==> src/rtl/cikis_paketleyici_pkg.sv <==
// Shared constants and types for the output packer: default geometry,
// push classification and the word-count width helper.
package cikis_paketleyici_pkg;

  localparam int PIXEL_BIT_DFLT = 8;
  localparam int PPW_DFLT       = 4;
  localparam int DERINLIK_DFLT  = 8;
  localparam int ESIK_DFLT      = 2;

  typedef enum logic [1:0] {
    PUSH_YOK   = 2'd0,
    PUSH_TAM   = 2'd1,
    PUSH_KISMI = 2'd2
  } push_tur_e;

  // Width of the valid-pixel count: must hold 0..PPW inclusive.
  function automatic int say_bit(input int ppw);
    return $clog2(ppw) + 1;
  endfunction

endpackage

==> src/rtl/cikis_paketleyici_if.sv <==
// Packed-word output port toward the memory/bus writer (valid/ready).
interface cikis_paketleyici_if #(
  parameter int WORD_BIT = 32,
  parameter int SAY_BIT  = 3
);
  logic                veri_gecerli;
  logic [WORD_BIT-1:0] veri;
  logic [SAY_BIT-1:0]  veri_say;
  logic                veri_son;
  logic                veri_hazir;

  modport master (output veri_gecerli, veri, veri_say, veri_son, input veri_hazir);
  modport slave  (input veri_gecerli, veri, veri_say, veri_son, output veri_hazir);
endinterface

==> src/rtl/cikis_paketleyici_senkron_fifo.sv <==
// Generic show-ahead synchronous FIFO; a push while full is accepted only
// when a pop happens in the same cycle.
module senkron_fifo #(
  parameter int GENISLIK = 36,
  parameter int DERIN    = 8,
  localparam int AW      = $clog2(DERIN)
) (
  input  logic                clk_i,
  input  logic                rst_i,
  input  logic                push_i,
  input  logic [GENISLIK-1:0] veri_i,
  input  logic                pop_i,
  output logic [GENISLIK-1:0] veri_o,
  output logic                dolu_o,
  output logic                bos_o,
  output logic [AW:0]         doluluk_o
);

  logic [GENISLIK-1:0] mem [DERIN];
  logic [AW-1:0]       wr_q, rd_q;
  logic [AW:0]         doluluk_q;
  logic                yaz, oku;

  assign dolu_o    = (doluluk_q == (AW+1)'(DERIN));
  assign bos_o     = (doluluk_q == '0);
  assign doluluk_o = doluluk_q;
  assign yaz       = push_i && (!dolu_o || pop_i);
  assign oku       = pop_i && !bos_o;
  assign veri_o    = mem[rd_q];

  always_ff @(posedge clk_i) begin
    if (yaz) mem[wr_q] <= veri_i;
  end

  always_ff @(posedge clk_i) begin
    if (rst_i) begin
      wr_q      <= '0;
      rd_q      <= '0;
      doluluk_q <= '0;
    end else begin
      if (yaz) wr_q <= wr_q + 1'b1;
      if (oku) rd_q <= rd_q + 1'b1;
      if (yaz && !oku)      doluluk_q <= doluluk_q + 1'b1;
      else if (!yaz && oku) doluluk_q <= doluluk_q - 1'b1;
    end
  end

endmodule

==> src/rtl/cikis_paketleyici.sv <==
// Output stage after the task unit: packs PPW pixels per word, queues the
// words, flushes partial words at frame end and back-pressures the source.
//
// state (idx_q) | meaning
// 0             | no pixels held in the pack register
// 1..PPW-1      | that many pixels held, waiting for the rest
module cikis_paketleyici
  import cikis_paketleyici_pkg::*;
#(
  parameter int PIXEL_BIT = PIXEL_BIT_DFLT,
  parameter int PPW       = PPW_DFLT,
  parameter int DERINLIK  = DERINLIK_DFLT,
  parameter int ESIK      = ESIK_DFLT
) (
  input  logic                  clk_i,
  input  logic                  rst_i,
  input  logic                  etkin_i,
  input  logic [PIXEL_BIT-1:0]  pixel_i,
  input  logic                  resim_bitti_i,
  output logic                  stal_o,
  output logic                  tasma_o,
  cikis_paketleyici_if.master   cikis
);

  localparam int WORD_BIT = PIXEL_BIT * PPW;
  localparam int SAY_BIT  = say_bit(PPW);
  localparam int IDX_BIT  = $clog2(PPW);
  localparam int GENISLIK = WORD_BIT + SAY_BIT + 1;
  localparam int FAW      = $clog2(DERINLIK);

  logic [IDX_BIT-1:0]               idx_q, idx_d;
  logic [PPW-1:0][PIXEL_BIT-1:0]    paket_q, paket_d, kelime_d;
  logic [SAY_BIT-1:0]               push_say;
  logic                             push_son;
  push_tur_e                        tur;

  logic                push, pop, dolu, bos;
  logic [GENISLIK-1:0] fifo_bas;
  logic [FAW:0]        doluluk, doluluk_sonraki;
  logic                stal_q, tasma_q;

  always_ff @(posedge clk_i) begin
    if (rst_i) begin
      idx_q   <= '0;
      paket_q <= '0;
    end else begin
      idx_q   <= idx_d;
      paket_q <= paket_d;
    end
  end

  // A completing pixel takes priority over flush so that resim_bitti_i on
  // the last slot yields one full word marked son, not an extra marker.
  always_comb begin
    tur      = PUSH_YOK;
    idx_d    = idx_q;
    paket_d  = paket_q;
    kelime_d = paket_q;
    push_say = '0;
    push_son = 1'b0;
    if (etkin_i) kelime_d[idx_q] = pixel_i;

    if (etkin_i && idx_q == IDX_BIT'(PPW-1)) tur = PUSH_TAM;
    else if (resim_bitti_i)                  tur = PUSH_KISMI;

    case (tur)
      PUSH_TAM: begin
        push_say = SAY_BIT'(PPW);
        push_son = resim_bitti_i;
        idx_d    = '0;
        paket_d  = '0;
      end
      PUSH_KISMI: begin
        push_say = SAY_BIT'(idx_q) + SAY_BIT'(etkin_i);
        push_son = 1'b1;
        idx_d    = '0;
        paket_d  = '0;
      end
      default: begin
        if (etkin_i) begin
          idx_d   = idx_q + 1'b1;
          paket_d = kelime_d;
        end
      end
    endcase
  end

  assign push = (tur != PUSH_YOK);
  assign pop  = !bos && cikis.veri_hazir;

  senkron_fifo #(
    .GENISLIK (GENISLIK),
    .DERIN    (DERINLIK)
  ) u_fifo (
    .clk_i     (clk_i),
    .rst_i     (rst_i),
    .push_i    (push),
    .veri_i    ({kelime_d, push_say, push_son}),
    .pop_i     (pop),
    .veri_o    (fifo_bas),
    .dolu_o    (dolu),
    .bos_o     (bos),
    .doluluk_o (doluluk)
  );

  // Mirrors the FIFO's own accept rule so stall tracks the fill after this edge.
  assign doluluk_sonraki = doluluk + (FAW+1)'(push && (!dolu || pop)) - (FAW+1)'(pop);

  always_ff @(posedge clk_i) begin
    if (rst_i) begin
      stal_q  <= 1'b0;
      tasma_q <= 1'b0;
    end else begin
      stal_q <= (doluluk_sonraki >= (FAW+1)'(DERINLIK - ESIK));
      if (push && dolu && !pop) tasma_q <= 1'b1;
    end
  end

  assign stal_o             = stal_q;
  assign tasma_o            = tasma_q;
  assign cikis.veri_gecerli = !bos;
  assign {cikis.veri, cikis.veri_say, cikis.veri_son} = bos ? '0 : fifo_bas;

endmodule

==> src/flat_wrapper.sv <==
// flat-port wrapper written by rule: the top's interface ports become plain ports
module cikis_paketleyici_flat import cikis_paketleyici_pkg::*;
#(
  parameter int PIXEL_BIT = PIXEL_BIT_DFLT,
  parameter int PPW       = PPW_DFLT,
  parameter int DERINLIK  = DERINLIK_DFLT,
  parameter int ESIK      = ESIK_DFLT
)
  (clk_i, rst_i, etkin_i, pixel_i, resim_bitti_i, stal_o, tasma_o, cikis_veri_gecerli, cikis_veri, cikis_veri_say, cikis_veri_son, cikis_veri_hazir);
  cikis_paketleyici_if #(.WORD_BIT((PIXEL_BIT * PPW)), .SAY_BIT((say_bit(PPW)))) cikis_i ();
  input  logic clk_i;
  input  logic rst_i;
  input  logic etkin_i;
  input  logic [PIXEL_BIT-1:0] pixel_i;
  input  logic resim_bitti_i;
  output logic stal_o;
  output logic tasma_o;
  output wire logic [$bits(cikis_i.veri_gecerli)-1:0] cikis_veri_gecerli;
  output wire logic [$bits(cikis_i.veri)-1:0] cikis_veri;
  output wire logic [$bits(cikis_i.veri_say)-1:0] cikis_veri_say;
  output wire logic [$bits(cikis_i.veri_son)-1:0] cikis_veri_son;
  input wire logic [$bits(cikis_i.veri_hazir)-1:0] cikis_veri_hazir;
  assign cikis_veri_gecerli = cikis_i.veri_gecerli;
  assign cikis_veri = cikis_i.veri;
  assign cikis_veri_say = cikis_i.veri_say;
  assign cikis_veri_son = cikis_i.veri_son;
  assign cikis_i.veri_hazir = cikis_veri_hazir;
  cikis_paketleyici #(.PIXEL_BIT(PIXEL_BIT), .PPW(PPW), .DERINLIK(DERINLIK), .ESIK(ESIK)) u_core (.clk_i(clk_i), .rst_i(rst_i), .etkin_i(etkin_i), .pixel_i(pixel_i), .resim_bitti_i(resim_bitti_i), .stal_o(stal_o), .tasma_o(tasma_o), .cikis(cikis_i));
endmodule
==> config.mk <==
export PLATFORM = sky130hd
export DESIGN_NAME = cikis_paketleyici_flat
export DESIGN_NICKNAME = d
export VERILOG_FILES = /design/src/rtl/cikis_paketleyici_pkg.sv /design/src/rtl/cikis_paketleyici_if.sv /design/src/rtl/cikis_paketleyici_senkron_fifo.sv /design/src/rtl/cikis_paketleyici.sv /design/src/flat_wrapper.sv
export SDC_FILE = /design/constraint.sdc
export NUM_CORES = 1
export LEC_CHECK = 0
export ABC_AREA = 1
export CORE_ASPECT_RATIO = 0.9
export CORE_MARGIN = 10
export CORE_UTILIZATION = 40
export CTS_BUF_LIST = sky130_fd_sc_hd__clkbuf_4
export DETAILED_ROUTE_END_ITERATION = 7
export GPL_TIMING_DRIVEN = 0
export HOLD_SLACK_MARGIN = 0.15
export PLACE_DENSITY = 0.64
export RECOVER_POWER = 25
export SLEW_MARGIN = 20
export SYNTH_ARGS = -nofsm -noshare
export SYNTH_HDL_FRONTEND = slang
export SYNTH_SLANG_ARGS = --single-unit
==> constraint.sdc <==
create_clock -name clk_i -period 4.4 [get_ports clk_i]
set_input_delay 0.88 -clock clk_i [delete_from_list [all_inputs] [get_ports clk_i]]
set_output_delay 0.88 -clock clk_i [all_outputs]
set_load 0.02 [all_outputs]
==> impl.org <==
** Status
- The flow ran to the end, and the final reports show no timing, DRC or antenna violations.

** GRT
- Entering global routing, the biggest net connects 24 pins.
- Number of global-route vias before repair :: 9243
- Met2 Track Usage GR :: 24.4%
- Global routing usage on met1 :: 21.2%
- Total track usage :: 15.9%
- The first global-routing pass estimated 52600 µm of wire.
- Overall overflow remaining after global route :: 0
- Most used routing layer in global routing :: met2
- In the global route stage, met3 resource usage came out at 3.89%.
- Number of antenna violations at the first check in global routing :: 1

** Floorplan
- Die outline height :: 197 µm
- Initial standard-cell utilization of the core :: 40.6%
- Area enclosed by the die boundary :: 42500 µm²
- The floorplan has 64 rows.
- Top Ports :: 52
- From left edge to right edge, the die measures 216 µm.
- Area of the placeable core :: 34100 µm²

** Finish
- Cells fill 47.6% of the core in the end.
- Cells with a size suffix above 1 make up 12.9% of the layout.
- Final Net Count :: 1448
- Leaving out fill and tap cells, the most frequent cell in the layout is nor2_1.
- Synthesis-to-layout area growth :: 17.2%
- The top cell types in the final layout, fill and taps aside, are nor2_1, edfxtp_1, o21ai_0, clkbuf_4, nand2_1.

** Placement
- Placer Congestion :: 0.800
- The count of buffers added on input and output ports is 51.
- Once detailed placement completed, the half-perimeter wirelength came to 22700 µm.

** Timing
- Sum of negative setup slack :: 0 ns
- The routed design could run at a clock period as short as 4.14 ns.
- At the pin with the least slew margin, the transition time is 1.30 ns.
- Max-slew headroom :: 12.9%
- Static timing analysis puts the maximum clock frequency at 241 MHz.
- Worst Skew :: 0.0357 ns
- Max-slew violation count :: 0
- Fin Hold WS :: 0.498 ns
- Setup violations remaining at the end of the flow were counted as 0.
- Setup repair after global routing left no endpoint under its margin.
- Post-route fraction of the period consumed by the critical path :: 94.2%
- The number of endpoints with negative hold slack in the final report was 0.

** Routing
- Antenna-violating nets left :: 0
- After detailed routing, the average wire length per cell comes to 18.0 µm.
- Number of detailed-route iterations in the first pass :: 5
- Detailed-route via count :: 9579
- Total wire length :: 34800 µm
- In the routed design, unresolved DRC markers number 0.
- The detailed router finished its first iteration with 830 violations.
- Via density :: 4.95

** Setup path
- Arrival time of the worst setup path :: 3.26 ns
- Along the worst path, the maximum fanout reaches 10.
- CP Class :: register to primary output
- Stage delay of the slowest cell on the critical path :: 0.66 ns
- The number of buffers and inverters on the critical path is 3.
- Startpoint of the worst-slack reg-to-reg timing path :: u_core.u_fifo.doluluk_o[2]
- The largest individual stage delay along the critical path comes from the cell clkbuf_1.
- Nature of the critical path endpoint :: primary output
- Traced cell by cell, the critical path runs through clkbuf_1, clkbuf_1, nor2_1, nor2_1, clkdlybuf4s50_1.
- Broken down by cell family, the worst path's largest delay share belongs to buffers and inverters.
- At the worst endpoint, the required time is 3.52 ns.
- CP Launch Type :: register

** Synth
- Gate count of the mapped netlist :: 1269
- Number of flip-flops and latches in the synthesized netlist :: 337
- Top cells by area, synth :: edfxtp_1, nor2_1, dfxtp_1
- The largest total area in the synthesized netlist belongs to edfxtp_1.
- Of the synthesized area, sequential elements account for 69.5%.
- In this run, distinct cell masters in the synthesized netlist total 29.
- Yosys top cell area share :: 62.4%
- Synthesis warning total :: 0
- The average instance in the mapped netlist occupies 10.9 µm².
- Post-Syn Nets :: 1301
- The synthesized netlist occupies a cell area of 13900 µm².

** CTS
- Clock Tree Root :: clkbuf_4
- Cts bufs inserted :: 84
- Counting along the longest clock path gives a buffer depth of 3.
- After clock tree synthesis, the clock-pin slew on the worst setup and hold paths is 0.07 ns.
- The number of setup buffers added after CTS is 0.
- The clock drives 337 sinks.
- The number of hold buffers added after CTS was 0.
- Post-CTS repair changed the size of 0 cells.
- # H-tree levels :: 3
- TritonCTS built the clock tree.
- The later pin in the worst-skew pair is clocked with a latency of 0.70 ns.

** Worst hold path
- Hold_sp :: u_core.u_fifo.doluluk_o[3]
- Hold crit path type :: register to register

** Run
- Number of max-cap violations :: 0

** Power and ir drop
- IR analysis of the VDD net gives a maximum drop of 0.207 mV.
- Summed over all cells, the static leakage comes to 6.21 nW.
- For this design the ratio of total power to cell area is 580 nW/µm².
- Total Power Consumption :: 9.41 mW
state kept, by name, summed over array words and instances, names as in the netlist, named ones only:
| name | flops |
|---|---|
| u_core.u_fifo.doluluk_o | 4 |
| u_core.u_fifo.wr_q | 3 |
| u_core.idx_q | 2 |
| u_core.u_fifo.rd_q | 3 |
| u_core.tasma_o | 1 |
| u_core.u_fifo.mem | 288 |
| u_core.stal_o | 1 |
| u_core.paket_q | 32 |
stage by stage:
stage,cells,area [µm²],setup WS (ns)
3_5_place_dp,1792,15200,0.603
5_1_grt,1936,16200,0.00226
4_1_cts,1935,16300,0.198
2_1_floorplan,1269,13900,0.938
3_3_place_gp,1782,14900,-1.07
6_report,1936,16200,0.255
cells in the mapped netlist (all sizes together):
cell type  instances
nand2             93
o21ai            218
inv               84
a31oi              1
nor2             383
clkbuf            25
ha                17
nor3b              1
or2               10
nor3               2
edfxtp           288
xor2               3
buf               42
dfxtp             49
nand3b             1
a21oi             10
fa                 2
nand3             40
per-layer routing:
metal	vias to the layer above	part of all wire, %
met1	4537	45
met3	66	7.5
met5	-	0
met2	340	45
li1	4636	-
met4	0	2.7
cell families after synthesis:
kind of cell / count (synthesis) / share of synthesized area (%)
fa+ha+maj: 19 / 1.82
xor+xnor: 3 / 0.190
flops: 337 / 69.5
buf+inv: 151 / 5.03
compound gates: 229 / 8.36
simple gates: 530 / 15.1
final cells by class:
class,count,area (µm²)
inverters,84,318
fillers,3093,17900
repair buffers,61,728
plain buffers,67,364
flip-flops and latches,337,9630
clock buffers,120,901
clock inverters,23,151
multi-input cells,781,3560
diodes,1,2.50
well taps,462,578
worst register-to-register path, cell delays in order, from the launching register on:
cell and delay (ns):
dfxtp_1 0.33, inv_1 0.09, ha_1 0.20, nand2_1 0.08, nand2_1 0.16, nand2_1 0.17
nand3_1 0.32, nor2_1 1.09, buf_16 0.25, buf_16 0.17
worst paths after layout:
| check | to | slack [ns] | cells after the start |
|---|---|---|---|
| setup / recovery | cikis_veri[11] | 0.26 | 5 |
| hold / removal | u_core.u_fifo.doluluk_o[3] | 0.50 | 2 |
| setup reg to reg | u_core.u_fifo.mem[5][21] | 1.20 | 9 |
| hold reg to reg | u_core.u_fifo.doluluk_o[3] | 0.50 | 2 |
where the power goes:
part | internal, mW | switching (mW)
Combinational | 1.13 | 2.02
Sequential | 3.63 | 0.0573
Clock | 1.37 | 1.21
Note: power is estimated with default switching activity, not from simulation.
